## config.mk

```make
export PLATFORM = sky130hd
export DESIGN_NAME = cache_arbiter
export DESIGN_NICKNAME = d
export VERILOG_FILES = /design/src/rtl/cache_arbiter.sv
export SDC_FILE = /design/constraint.sdc
export NUM_CORES = 1
export LEC_CHECK = 0
export CORE_AREA = 2 2 547 549
export CTS_CLUSTER_SIZE = 12
export DETAILED_ROUTE_END_ITERATION = 12
export DIE_AREA = 0 0 549 551
export PLACE_DENSITY = 0.3
export SYNTH_ARGS = -nofsm -noshare
export SYNTH_HDL_FRONTEND = slang
export SYNTH_SLANG_ARGS = --single-unit
```

## constraint.sdc

```tcl
create_clock -name clk -period 4.68 [get_ports clk]
set_input_delay 0.936 -clock clk [delete_from_list [all_inputs] [get_ports clk]]
set_output_delay 0.936 -clock clk [all_outputs]
set_load 0.02 [all_outputs]
```

## src/rtl/cache_arbiter.sv

```systemverilog
// Arbitrates the I-cache and D-cache line ports onto one downstream memory port.
// Optional `CACHE_ARB_ROUND_ROBIN_EN: alternate grants on contention instead of D-over-I priority.
module cache_arbiter #(
    parameter int unsigned ADDR_WIDTH = 32,
    parameter int unsigned LINE_WIDTH = 256
) (
    input  logic                  clk,
    input  logic                  rst,
    input  logic                  i_pmem_read,
    input  logic [ADDR_WIDTH-1:0] i_pmem_address,
    output logic [LINE_WIDTH-1:0] i_pmem_rdata,
    output logic                  i_pmem_resp,
    input  logic                  d_pmem_read,
    input  logic                  d_pmem_write,
    input  logic [ADDR_WIDTH-1:0] d_pmem_address,
    input  logic [LINE_WIDTH-1:0] d_pmem_wdata,
    output logic [LINE_WIDTH-1:0] d_pmem_rdata,
    output logic                  d_pmem_resp,
    output logic                  mem_read,
    output logic                  mem_write,
    output logic [ADDR_WIDTH-1:0] mem_address,
    output logic [LINE_WIDTH-1:0] mem_wdata,
    input  logic [LINE_WIDTH-1:0] mem_rdata,
    input  logic                  mem_resp
);

    typedef enum logic [1:0] {
        IDLE    = 2'd0,
        SERVE_I = 2'd1,
        SERVE_D = 2'd2
    } state_t;

    state_t                state_q, state_d;
    logic                  last_grant_q, last_grant_d;
    logic                  op_write_q, op_write_d;
    logic [ADDR_WIDTH-1:0] addr_q, addr_d;
    logic [LINE_WIDTH-1:0] wdata_q, wdata_d;
    logic                  d_req;
    logic                  grant_d;

    always_ff @(posedge clk or negedge rst) begin
        if (!rst) begin
            state_q      <= IDLE;
            last_grant_q <= 1'b0;
            op_write_q   <= 1'b0;
            addr_q       <= '0;
            wdata_q      <= '0;
        end else begin
            state_q      <= state_d;
            last_grant_q <= last_grant_d;
            op_write_q   <= op_write_d;
            addr_q       <= addr_d;
            wdata_q      <= wdata_d;
        end
    end

    always_comb begin
        state_d      = state_q;
        last_grant_d = last_grant_q;
        op_write_d   = op_write_q;
        addr_d       = addr_q;
        wdata_d      = wdata_q;
        d_req        = d_pmem_read | d_pmem_write;
`ifdef CACHE_ARB_ROUND_ROBIN_EN
        // On contention the side that did not win last time goes first.
        grant_d      = d_req & (~i_pmem_read | ~last_grant_q);
`else
        grant_d      = d_req;
`endif
        case (state_q)
            IDLE: begin
                if (grant_d) begin
                    state_d      = SERVE_D;
                    last_grant_d = 1'b1;
                    op_write_d   = d_pmem_write;
                    addr_d       = d_pmem_address;
                    wdata_d      = d_pmem_wdata;
                end else if (i_pmem_read) begin
                    state_d      = SERVE_I;
                    last_grant_d = 1'b0;
                    op_write_d   = 1'b0;
                    addr_d       = i_pmem_address;
                end
            end
            SERVE_I, SERVE_D: begin
                if (mem_resp) state_d = IDLE;
            end
            default: state_d = IDLE;
        endcase
    end

    assign mem_read     = (state_q != IDLE) & ~op_write_q;
    assign mem_write    = (state_q != IDLE) &  op_write_q;
    assign mem_address  = addr_q;
    assign mem_wdata    = wdata_q;
    assign i_pmem_resp  = (state_q == SERVE_I) & mem_resp;
    assign d_pmem_resp  = (state_q == SERVE_D) & mem_resp;
    assign i_pmem_rdata = mem_rdata;
    assign d_pmem_rdata = mem_rdata;

`ifndef SYNTHESIS
    // Simultaneous read and write from the D-cache is a requester bug; write still wins.
    always_ff @(posedge clk) begin
        if (rst && state_q == IDLE) begin
            assert (!(d_pmem_read && d_pmem_write));
        end
    end
`endif

endmodule
```

# After elaboration in Yosys (flattened, before gate mapping)
# Cells that the tools add are included.
# word_totals
reg_bits	291
word_cells	29
# classes
eq_ne	4
mux	8
n_bitwise	6
n_reduce_logical	7
# op_table
operator	count
$mux 32	2
$mux 2	3
$reduce_and 2->1	3
$and 1x1->1	4
$pmux 2 s2	1
$reduce_bool 2->1	2
$ne 3x3->1 const B	1
$eq 2x1->1 const B	1
$eq 2x2->1 const B	1
$logic_not 2->1	1
$mux 1	2
$ne 2x2->1 const B	1
$reduce_or 2->1	1
$not 1->1	1
$or 1x1->1	1

# Depth between registers and ports, before layout
# depth
ltp_word	4
mapped_depth	8

# Worst setup path before layout
# Ideal clock, no wire load.
# synth_timing
kind	input to output
from	in mem_resp
to	out d_pmem_resp
arrival_ps	1146
required_time_ps	3744
setup_slack_ps	2598
cell_stages	1
path_buffers	0
cell_sequence	and2_1
# synth_between
elab_chain_len	1
# synth_lines
item	line	rtl
from (decl)	24	input logic mem_resp
$and 1x1->1	97	assign d_pmem_resp = (state_q == SERVE_D) & mem_resp;
to (decl)	18	output logic d_pmem_resp,
# Every way passes these cells.

# Final worst setup path
# layout_timing
from	reg state_q[0]
to	out mem_read
# layout_between
elab_chain_len	2
# layout_lines
item	line	rtl
from (decl)	33	state_t state_q, state_d;
from (signal assigned)	49	state_q <= state_d;
$reduce_bool 2->1	92	assign mem_read = (state_q != IDLE) & ~op_write_q;
$and 1x1->1	92	
to (decl)	19	output logic mem_read,
# Every way passes these cells.

==> flow_metrics.tcl <==
set metrics [dict create \
    die_x_um 549 \
    maxCapViolCount 0 \
    power.total_uw 18300 \
    grt_pass1_wl_um 154000 \
    route.vias.total 9735 \
    syn_area_sq_um 15100 \
    reg2reg_from "state_q[0]" \
    synth_area_leaders "dfrtp_1 (48%), buf_4 (25%), mux2_2 (19%)" \
    multi_input_area_sq_um 3640 \
    drtIter0Drc 284 \
    dp_cells 5236 \
    rrSetupSlack_ns 2.52 \
    avgSynthCellArea_sq_um 12.4 \
    fillCellCount 34360 \
    dieArea_sq_um 302000 \
    p_leak_uw 0.00817 \
    via_per_inst 1.82 \
    hold_viol_final 0 \
    cpPeakStageDelay_ns 0.69 \
    drive_gt1_frac 0.259 \
    crit_fanout 7 \
    cts_max_level 2 \
    start_util 0.0510 \
    cts_max_path_buffers 3 \
    dr.pass1.iters 4 \
    antenna_found_initial 96 \
    required_ns 3.74 \
    grt_max_degree 76 \
    ant_nets 0 \
    clk_latency_ns 0.75 \
    ctsResizeCount 0 \
    drc 0 \
    worst_pin_slew_ns 0.758 \
    power_density_nw_per_um2 761 \
    syn_to_final_growth_pct 59.4 \
    tns_ns 0 \
    min_period_ns 3.44 \
    timing.rr.end "mem_wdata[200]" \
    gp_congestion 0.694 \
    root_buffer "clkbuf_16" \
    crit_type "flip-flop to output pin" \
    fin_cells 5338 \
    max_slew_margin 0.493 \
    post-dp-hpwl_um 113000 \
    core_sq_um 296000 \
    grt_pass1_vias 10761 \
    post_drt_wl_per_cell_um 24.4 \
    num_rows 200 \
    cts_tree "done" \
    syn_nets 1801 \
    critPathLaunchType "flip-flop" \
    cts_hold_buf 0 \
    fin_util 0.0814 \
    rsz0062_at_grt "false" \
    wirelength_um 130000 \
    ys_seq_elements 291 \
    synth_top_area_cell "dfrtp_1" \
    reg2reg_depth 5 \
    seqCellArea_sq_um 7280 \
    boundaryPins 1386 \
    startpoint "state_q[0]" \
    crit_buf_inv 2 \
    path_delay_family "buffers and inverters" \
    setup_viol 0 \
    status "completed" \
    hold_class "input port to asynchronous set/reset pin" \
    ys_types 21 \
    holdWs_ns 0.174 \
    grt_use_total 0.0835 \
    post-synth-top-area-fraction 0.482 \
    finalNetCount 1935 \
    clock_sinks 291 \
    synth_seq_area_share 0.482 \
    finalClockSkew_ns 0.0445 \
    cts_setup_buffers 0 \
    cpMaxStageDelayCell "clkdlybuf4s50_1" \
    slew_viol_final 0 \
    portBuffers 617 \
    path_clk_slew_ns 0.06 \
    cp-endpoint "mem_read" \
    yosys_warnings 0 \
    overflow 0 \
    ir_drop_mv 0.274 \
    fp.dieH_um 551 \
    endpoint_kind "output pin" \
    fmax_ghz 0.291 \
    syn_inst 1216 \
    worstPathCellList "inv_1, ha_1, nor2_1, clkdlybuf4s50_1" \
    critPathArrivalTime_ns 2.50 \
    cts_inserted_buffers 51 \
    crit_cells 4 \
    timing.final.crit_share 0.734 \
]
logic make-up after synthesis:
family | count (synthesis) | synth area share
adder cells (fa/ha/maj) | 3 | 0.00248
flip-flops | 291 | 0.482
multiplexers | 288 | 0.212
buffers and inverters | 554 | 0.280
AND/OR/NAND/NOR | 42 | 0.0114
AO/OA/AOI/OAI | 38 | 0.0131
area by class of cell:
| type | instances | area share |
|---|---|---|
| Clock inverter | 26 | 0.0173 |
| Inverter | 3 | 0.000467 |
| Timing Repair Buffer | 632 | 0.265 |
| Multi-Input combinational cell | 371 | 0.151 |
| Sequential cell | 291 | 0.302 |
| Antenna cell | 7 | 0.000727 |
| Tap cell | 3939 | 0.204 |
| Clock buffer | 69 | 0.0595 |
cell usage after synthesis:
cell type / n
nor2_1: 1
buf_6: 29
nand2b_1: 1
clkbuf_2: 2
o21ai_0: 32
and2_1: 2
dfrtp_1: 291
nor2_2: 1
ha_1: 3
o22ai_1: 1
a21oi_1: 3
mux2_2: 256
nor2b_1: 2
o21ai_2: 1
o31ai_1: 1
buf_2: 7
clkbuf_1: 1
buf_4: 512
nand2_1: 35
mux2i_1: 32
inv_1: 3
power by group:
part | internal [uW] | switching [uW]
Combinational | 3830 | 5580
Sequential | 3830 | 772
Clock | 2600 | 1740
per-stage QoR:
| stage | cell area (sq um) | setup slack (ns) |
|---|---|---|
| after detailed placement | 22200 | 1.37 |
| after global placement | 22200 | 1.37 |
| after CTS | 24100 | 1.02 |
| after floorplan | 15100 | 2.60 |
| final | 24100 | 1.24 |
| after global routing | 24100 | 1.07 |
worst min path at each step:
stage	startpoint	depth (start not counted)	endpoint	slack, ns
2_1_floorplan	op_write_q	2	op_write_q	0.46
3_3_place_gp	mem_address[10]	2	mem_address[10]	0.46
3_5_place_dp	mem_address[10]	2	mem_address[10]	0.47
4_1_cts	rst	1	mem_address[30]	0.12
5_1_grt	rst	1	mem_address[28]	0.15
6_report	rst	1	mem_address[28]	0.17
per-layer routing:
layer	vias up	track usage	wire length, um
met5	-	0.00203	198
met1	4443	0.0839	45500
met4	24	0.0408	7480
met2	1000	0.117	51000
li1	3798	-	-
met3	470	0.0757	26000
cell usage in the layout, fill, tap and decap left out, types with 2 or more instances in the layout:
cell,count
ha_1,3
clkbuf_16,51
mux2i_1,32
buf_12,7
clkbuf_8,9
and2_1,2
dfrtp_1,291
clkinvlp_4,3
clkinv_2,7
inv_1,3
mux2_2,256
clkinv_16,2
clkinv_4,4
buf_4,8
a21oi_1,3
o21ai_0,32
bufinv_16,8
nor2b_1,2
clkdlybuf4s50_1,616
diode_2,7
clkbuf_1,9
nand2_1,35
flip-flops by register name (all words and copies together), names as in the netlist:
signal,cells
op_write_q,1
mem_address,32
mem_wdata,256
state_q,2
Note: power is estimated with default switching activity, not from simulation.
